$ cat src/rtl/btn_pulse_gen.sv
// Push-button conditioner: 2-flop sync, debounce/auto-repeat FSM,
// registered single-cycle enable pulse and debounced level.
module btn_pulse_gen #(
  parameter int DEBOUNCE_CYCLES = 4,
  parameter int REPEAT_EN       = 1,
  parameter int REPEAT_DELAY    = 16,
  parameter int REPEAT_PERIOD   = 4,
  parameter int CNT_W           = 16
) (
  input  logic clk,
  input  logic RST,
  input  logic BTN,
  output logic EN_PULSE,
  output logic PRESSED
);

  localparam logic [2:0] S_IDLE        = 3'd0;
  localparam logic [2:0] S_DEB_PRESS   = 3'd1;
  localparam logic [2:0] S_HELD_WAIT   = 3'd2;
  localparam logic [2:0] S_REPEAT      = 3'd3;
  localparam logic [2:0] S_DEB_RELEASE = 3'd4;

  localparam logic [CNT_W-1:0] DEB_LAST =
    CNT_W'(DEBOUNCE_CYCLES - 1);
  localparam logic [CNT_W-1:0] DLY_LAST =
    CNT_W'(REPEAT_DELAY - 1);
  localparam logic [CNT_W-1:0] PER_LAST =
    CNT_W'(REPEAT_PERIOD - 1);
  localparam logic [CNT_W-1:0] CNT_ZERO = '0;
  localparam logic [CNT_W-1:0] CNT_ONE  = CNT_W'(1);

  logic             r_s1;
  logic             r_s2;
  logic [2:0]       r_state;
  logic [CNT_W-1:0] r_cnt;
  logic             r_pulse;
  logic             r_pressed;

  logic             w_btn_s;
  logic [2:0]       w_state_nxt;
  logic [CNT_W-1:0] w_cnt_nxt;
  logic             w_pulse_nxt;
  logic             w_pressed_nxt;

  assign w_btn_s = r_s2;

  // Two-flop synchronizer for the asynchronous button input
  always_ff @(posedge clk) begin
    if (RST) begin
      r_s1 <= 1'b0;
      r_s2 <= 1'b0;
    end else begin
      r_s1 <= BTN;
      r_s2 <= r_s1;
    end
  end

  // Next-state, counter and pulse decisions from the synced level
  always_comb begin
    w_state_nxt = r_state;
    w_cnt_nxt   = r_cnt + CNT_ONE;
    w_pulse_nxt = 1'b0;
    unique case (r_state)
      S_IDLE: begin
        if (w_btn_s) begin
          w_state_nxt = S_DEB_PRESS;
          w_cnt_nxt   = CNT_ONE;
        end else begin
          w_cnt_nxt   = CNT_ZERO;
        end
      end
      S_DEB_PRESS: begin
        if (!w_btn_s) begin
          w_state_nxt = S_IDLE;
          w_cnt_nxt   = CNT_ZERO;
        end else if (r_cnt == DEB_LAST) begin
          w_state_nxt = S_HELD_WAIT;
          w_cnt_nxt   = CNT_ZERO;
          w_pulse_nxt = 1'b1;
        end
      end
      S_HELD_WAIT: begin
        if (!w_btn_s) begin
          w_state_nxt = S_DEB_RELEASE;
          w_cnt_nxt   = CNT_ONE;
        end else if (r_cnt == DLY_LAST) begin
          if (REPEAT_EN != 0) begin
            w_state_nxt = S_REPEAT;
            w_cnt_nxt   = CNT_ZERO;
            w_pulse_nxt = 1'b1;
          end else begin
            w_cnt_nxt   = r_cnt;
          end
        end
      end
      S_REPEAT: begin
        if (!w_btn_s) begin
          w_state_nxt = S_DEB_RELEASE;
          w_cnt_nxt   = CNT_ONE;
        end else if (r_cnt == PER_LAST) begin
          w_cnt_nxt   = CNT_ZERO;
          w_pulse_nxt = 1'b1;
        end
      end
      S_DEB_RELEASE: begin
        if (w_btn_s) begin
          w_state_nxt = S_HELD_WAIT;
          w_cnt_nxt   = CNT_ZERO;
        end else if (r_cnt == DEB_LAST) begin
          w_state_nxt = S_IDLE;
          w_cnt_nxt   = CNT_ZERO;
        end
      end
      default: begin
        w_state_nxt = S_IDLE;
        w_cnt_nxt   = CNT_ZERO;
      end
    endcase
  end

  // Debounced level follows the states that mean "button is down"
  always_comb begin
    w_pressed_nxt = (w_state_nxt == S_HELD_WAIT) ||
                    (w_state_nxt == S_REPEAT) ||
                    (w_state_nxt == S_DEB_RELEASE);
  end

  // FSM state, counter and registered outputs
  always_ff @(posedge clk) begin
    if (RST) begin
      r_state   <= S_IDLE;
      r_cnt     <= CNT_ZERO;
      r_pulse   <= 1'b0;
      r_pressed <= 1'b0;
    end else begin
      r_state   <= w_state_nxt;
      r_cnt     <= w_cnt_nxt;
      r_pulse   <= w_pulse_nxt;
      r_pressed <= w_pressed_nxt;
    end
  end

  assign EN_PULSE = r_pulse;
  assign PRESSED  = r_pressed;

endmodule
$ cat config.mk
export PLATFORM = sky130hd
export DESIGN_NAME = btn_pulse_gen
export DESIGN_NICKNAME = d
export VERILOG_FILES = /design/src/rtl/btn_pulse_gen.sv
export SDC_FILE = /design/constraint.sdc
export NUM_CORES = 1
export LEC_CHECK = 0
export CAP_MARGIN = 10
export CORE_MARGIN = 2
export CORE_UTILIZATION = 45
export CTS_CLUSTER_DIAMETER = 80
export DETAILED_ROUTE_END_ITERATION = 12
export GPL_ROUTABILITY_DRIVEN = 0
export MAX_ROUTING_LAYER = met4
export PLACE_DENSITY = 0.65
export SYNTH_ARGS = -nofsm -noshare
export SYNTH_HDL_FRONTEND = slang
export SYNTH_SLANG_ARGS = --single-unit
$ cat constraint.sdc
create_clock -name clk -period 3.3 [get_ports clk]
set_clock_uncertainty 0.2 [all_clocks]
set_input_delay 0.825 -clock clk [delete_from_list [all_inputs] [get_ports clk]]
set_output_delay 0.825 -clock clk [all_outputs]
set_load 0.005 [all_outputs]
==> impl_results.html <==
<table>
<tr><th>Metric</th><th>Value</th></tr>
<tr><th colspan="2">Synthesis</th></tr>
<tr><td>Area fraction in and, or, nand and nor cells after synthesis</td><td>35.5%</td></tr>
<tr><td>Mapped Avg Cell Area</td><td>9.08 sq um</td></tr>
<tr><td>Cell with the most instances after synthesis</td><td>sky130_fd_sc_hd__dfxtp_1</td></tr>
<tr><td>Distinct cells, synth</td><td>35</td></tr>
<tr><td>XOR/XNOR Fraction of Synth Area</td><td>11.1%</td></tr>
<tr><td>List of most frequent post-synthesis cells</td><td>sky130_fd_sc_hd__dfxtp_1 (23), sky130_fd_sc_hd__xnor2_1 (13), sky130_fd_sc_hd__nor2_1 (10), sky130_fd_sc_hd__nor2_2 (10), sky130_fd_sc_hd__nand2_1 (7)</td></tr>
<tr><td>Synth Area in Compound Gates</td><td>7.46%</td></tr>
<tr><td>Mux contribution to synthesized area</td><td>less than 1%</td></tr>
<tr><td>Flip-flop and latch count after synthesis</td><td>23</td></tr>
<tr><td>Synthesized Nets</td><td>about 130</td></tr>
<tr><td>Post-Syn Instances</td><td>122</td></tr>
<tr><td>Fraction of the yosys area taken by sequential cells</td><td>41.6%</td></tr>
<tr><td>Primary FF master, synth</td><td>sky130_fd_sc_hd__dfxtp_1</td></tr>
<tr><td>Ranking of synthesized cells by area</td><td>sky130_fd_sc_hd__dfxtp_1 (42%), sky130_fd_sc_hd__xnor2_1 (10%), sky130_fd_sc_hd__nor2_2 (5.6%)</td></tr>
<tr><td>Share of synthesized registers carrying an async set or reset</td><td>0%</td></tr>
<tr><td>Adder and majority cell fraction of the synthesized area</td><td>1.13%</td></tr>
<tr><td>Share of the synthesized area in the top cell type</td><td>41.6%</td></tr>
<tr><td>YS warnings</td><td>0</td></tr>
<tr><td>Leading area contributor after synthesis</td><td>sky130_fd_sc_hd__dfxtp_1</td></tr>
<tr><td>Count of flip-flops with a built-in enable after synthesis</td><td>0</td></tr>
<tr><td>Netlist area before placement</td><td>0.00111 sq mm</td></tr>
<tr><td>Dominant combinational cell family by area after synthesis</td><td>simple AND/OR/NAND/NOR gates</td></tr>
<tr><th colspan="2">Timing</th></tr>
<tr><td>Slew @ Worst Pin</td><td>around 0.57 ns</td></tr>
<tr><td>Headroom to the max-slew limit</td><td>between 60% and 70%</td></tr>
<tr><td>Crit path setup slack, layout</td><td>0.930 ns</td></tr>
<tr><td>Setup repair after global routing missed its margin</td><td>no</td></tr>
<tr><td>Period utilisation layout</td><td>a little under three quarters</td></tr>
<tr><td>Sum of negative setup slack</td><td>0 ns</td></tr>
<tr><td>Final critical delay including setup and external delays</td><td>between 2 and 2.5 ns</td></tr>
<tr><td>Fmax</td><td>0.422 GHz</td></tr>
<tr><td>Fin Hold WS</td><td>0.265 ns</td></tr>
<tr><td>Final setup violation count</td><td>0</td></tr>
<tr><td>Final slew viol count</td><td>0</td></tr>
<tr><td>Number of hold violations in the final report</td><td>0</td></tr>
<tr><th colspan="2">Floorplan</th></tr>
<tr><td>Io pins</td><td>5</td></tr>
<tr><td>Core footprint</td><td>0.00228 sq mm</td></tr>
<tr><td>Placement Rows</td><td>17</td></tr>
<tr><td>Die boundary height</td><td>53.6 um</td></tr>
<tr><td>Die outline area</td><td>~0.0029 sq mm</td></tr>
<tr><td>Width of the die</td><td>53.6 um</td></tr>
<tr><td>Initial cell density of the core</td><td>between 40% and 50%</td></tr>
<tr><th colspan="2">Critical path</th></tr>
<tr><td>Cell chain of the critical path</td><td>ha_1 -&gt; or3b_2 -&gt; or4_4 -&gt; a22oi_2 -&gt; buf_4 -&gt; nor2_1</td></tr>
<tr><td>Critical Path Start Type</td><td>flip-flop</td></tr>
<tr><td>Cell type of the slowest stage on the worst timing path</td><td>sky130_fd_sc_hd__or3b_2</td></tr>
<tr><td>Data arrival time at the worst-slack endpoint</td><td>2.37 ns</td></tr>
<tr><td>Max FO, Critical Path</td><td>15</td></tr>
<tr><td>Worst setup path class</td><td>reg2reg</td></tr>
<tr><td>Crit path buffers/inverters</td><td>1</td></tr>
<tr><td>CP Capture Type</td><td>flip-flop</td></tr>
<tr><td>CP peak stage delay</td><td>~0.47 ns</td></tr>
<tr><td>Worst path top cell family by delay</td><td>simple AND/OR/NAND/NOR gates</td></tr>
<tr><td>Data required time of the worst path</td><td>3.30 ns</td></tr>
<tr><th colspan="2">Route</th></tr>
<tr><td>Remaining antenna violation count after routing</td><td>0</td></tr>
<tr><td>Wire per inst</td><td>11.8 um</td></tr>
<tr><td>Routed vias</td><td>845</td></tr>
<tr><td>Pre-antenna DRT Iters</td><td>4</td></tr>
<tr><td>DRC viols</td><td>0</td></tr>
<tr><td>Routed via count divided by cell count</td><td>~5.4</td></tr>
<tr><td>Iteration-0 DRC count of the detailed router</td><td>13</td></tr>
<tr><td>Post-detailed-routing wire length</td><td>1850 um</td></tr>
<tr><th colspan="2">Outcome</th></tr>
<tr><td>Outcome</td><td>finished clean</td></tr>
<tr><th colspan="2">Finish</th></tr>
<tr><td>Fin nets</td><td>between 100 and 150</td></tr>
<tr><td>Multi-input gate area in the final layout</td><td>621 sq um</td></tr>
<tr><td>Antenna cells</td><td>0</td></tr>
<tr><td>Filler cells</td><td>213</td></tr>
<tr><td>Area growth from synthesis to layout</td><td>8.47%</td></tr>
<tr><td>Count of non-filler cells in the finished layout</td><td>roughly 160</td></tr>
<tr><td>Area occupied by registers</td><td>~460 sq um</td></tr>
<tr><td>Share of final-layout standard cells stronger than drive strength 1</td><td>17.1%</td></tr>
<tr><th colspan="2">Clock network</th></tr>
<tr><td>Clock latency of the later-clocked register in the worst-skew pair</td><td>0.30 ns</td></tr>
<tr><td>Root buf cell</td><td>sky130_fd_sc_hd__clkbuf_4</td></tr>
<tr><td>TritonCTS buffer count</td><td>3</td></tr>
<tr><td>Count of H-tree levels built during CTS</td><td>1</td></tr>
<tr><td>TritonCTS clock tree</td><td>built</td></tr>
<tr><td>Post-cts repair resize count</td><td>0</td></tr>
<tr><td>Number of setup buffers added after CTS</td><td>0</td></tr>
<tr><td>Clock Pin Slew Worst Setup and Hold Paths</td><td>roughly 0.11 ns</td></tr>
<tr><td>CTS hold repair buffers</td><td>0</td></tr>
<tr><td>CTS Buffer Depth</td><td>2</td></tr>
<tr><td>Clock tree sinks</td><td>23</td></tr>
<tr><th colspan="2">Global routing</th></tr>
<tr><td>Global-route wire length before repair</td><td>3370 um</td></tr>
<tr><td>Total global-route track usage</td><td>16.8%</td></tr>
<tr><td>Via count of the first global-routing pass</td><td>780</td></tr>
<tr><td>Largest net degree at the start of global routing</td><td>16</td></tr>
<tr><td>Overflow left after global routing</td><td>0</td></tr>
<tr><td>Number of antenna violations at the first check in global routing</td><td>0</td></tr>
<tr><th colspan="2">Placed design</th></tr>
<tr><td>Half-perimeter wire length after placement</td><td>roughly 1400 um</td></tr>
<tr><td>Worst slack, placed</td><td>0.727 ns</td></tr>
<tr><td>Placed Cells</td><td>153</td></tr>
<tr><td>Count of input and output buffers</td><td>4</td></tr>
<tr><th colspan="2">Run</th></tr>
<tr><td>Maxcap violations</td><td>0</td></tr>
<tr><th colspan="2">Power and ir drop</th></tr>
<tr><td>Static Leak</td><td>0.328 nW</td></tr>
<tr><td>Max IR drop VDD</td><td>0.000245 V</td></tr>
<tr><td>Power Density</td><td>344 mW/mm^2</td></tr>
<tr><td>Overall Power</td><td>413 uW</td></tr>
<tr><th colspan="2">Worst hold path</th></tr>
<tr><td>Path class of the lowest-slack min-delay path</td><td>reg2reg</td></tr>
</table>
==> stage by stage <==
stage / area [sq um] / util, %
after floorplan: 1110 / -
after global placement: 1170 / 51.6
after detailed placement: 1170 / 51.6
after CTS: 1200 / 52.8
after global routing: 1200 / 52.8
final: 1200 / 52.8
==> cell usage in the layout, fill, tap and decap left out, types with 2 or more instances in the layout <==
| cell type | instances |
|---|---|
| sky130_fd_sc_hd__nor2b_1 | 4 |
| sky130_fd_sc_hd__nand2_1 | 7 |
| sky130_fd_sc_hd__inv_1 | 3 |
| sky130_fd_sc_hd__nor2_1 | 10 |
| sky130_fd_sc_hd__nand3_1 | 6 |
| sky130_fd_sc_hd__dfxtp_1 | 23 |
| sky130_fd_sc_hd__clkbuf_4 | 3 |
| sky130_fd_sc_hd__nor2_2 | 10 |
| sky130_fd_sc_hd__or4_1 | 2 |
| sky130_fd_sc_hd__clkdlybuf4s50_1 | 4 |
| sky130_fd_sc_hd__or4_4 | 3 |
| sky130_fd_sc_hd__xnor2_1 | 13 |
| sky130_fd_sc_hd__nand2b_1 | 4 |
| sky130_fd_sc_hd__or3b_2 | 2 |
| sky130_fd_sc_hd__nand4_1 | 3 |
| sky130_fd_sc_hd__nor4_1 | 6 |
| sky130_fd_sc_hd__nor3_1 | 5 |
| sky130_fd_sc_hd__a211oi_1 | 2 |
==> metal layers <==
layer	track usage, %	vias up	wire length, um
met3	5.83	2	60
met5	-	-	0
li1	-	448	-
met1	22.2	385	977
met2	24.1	10	798
met4	5.13	0	18
==> final timing paths <==
| check | startpoint | endpoint | slack, ns | cells after the start |
|---|---|---|---|---|
| max | r_cnt[0]$_SDFF_PP0_ | r_cnt[4]$_SDFF_PP0_ | 0.93 | 6 |
| min | r_s1$_SDFF_PP0_ | r_s2$_SDFF_PP0_ | 0.27 | 1 |
| max reg2reg | r_cnt[0]$_SDFF_PP0_ | r_cnt[4]$_SDFF_PP0_ | 0.93 | 6 |
| min reg2reg | r_s1$_SDFF_PP0_ | r_s2$_SDFF_PP0_ | 0.27 | 1 |
==> sequential cells by signal (all words and copies together), names as in the netlist <==
register	count
PRESSED	1
EN_PULSE	1
r_s1	1
r_state	3
r_cnt	16
r_s2	1
==> worst reg2reg max path, delay by kind of cell, from the launching register on <==
family | cells | cell delay (ns)
flip-flops | 1 | 0.42
adder cells (fa/ha/maj) | 1 | 0.23
AND/OR/NAND/NOR | 3 | 0.99
buffers and inverters | 1 | 0.26
AO/OA/AOI/OAI | 1 | 0.17
==> layout make-up <==
class	count	share of cell area (%)
inverter	3	0.938
tap	28	2.92
timing repair buffer	5	3.96
multi-input combinational	94	51.7
clock buffer	4	2.19
sequential	23	38.3
==> power breakdown <==
group | leakage [nW] | switching, mW | internal (mW)
Sequential | 0.186 | 0.00232 | 0.279
Combinational | 0.127 | 0.00359 | 0.00535
Clock | 0.0150 | 0.0753 | 0.0471
Total | 0.328 | 0.0812 | 0.332
==> logic make-up after synthesis <==
kind of cell / after synthesis
AOI/OAI and AO/OA: 11
muxes: 1
adders and majority gates: 1
buffers and inverters: 5
DFF: 23
and+or+nand+nor: 67
xor gates and xnor gates: 14
Power figures use the tool's default switching activity.
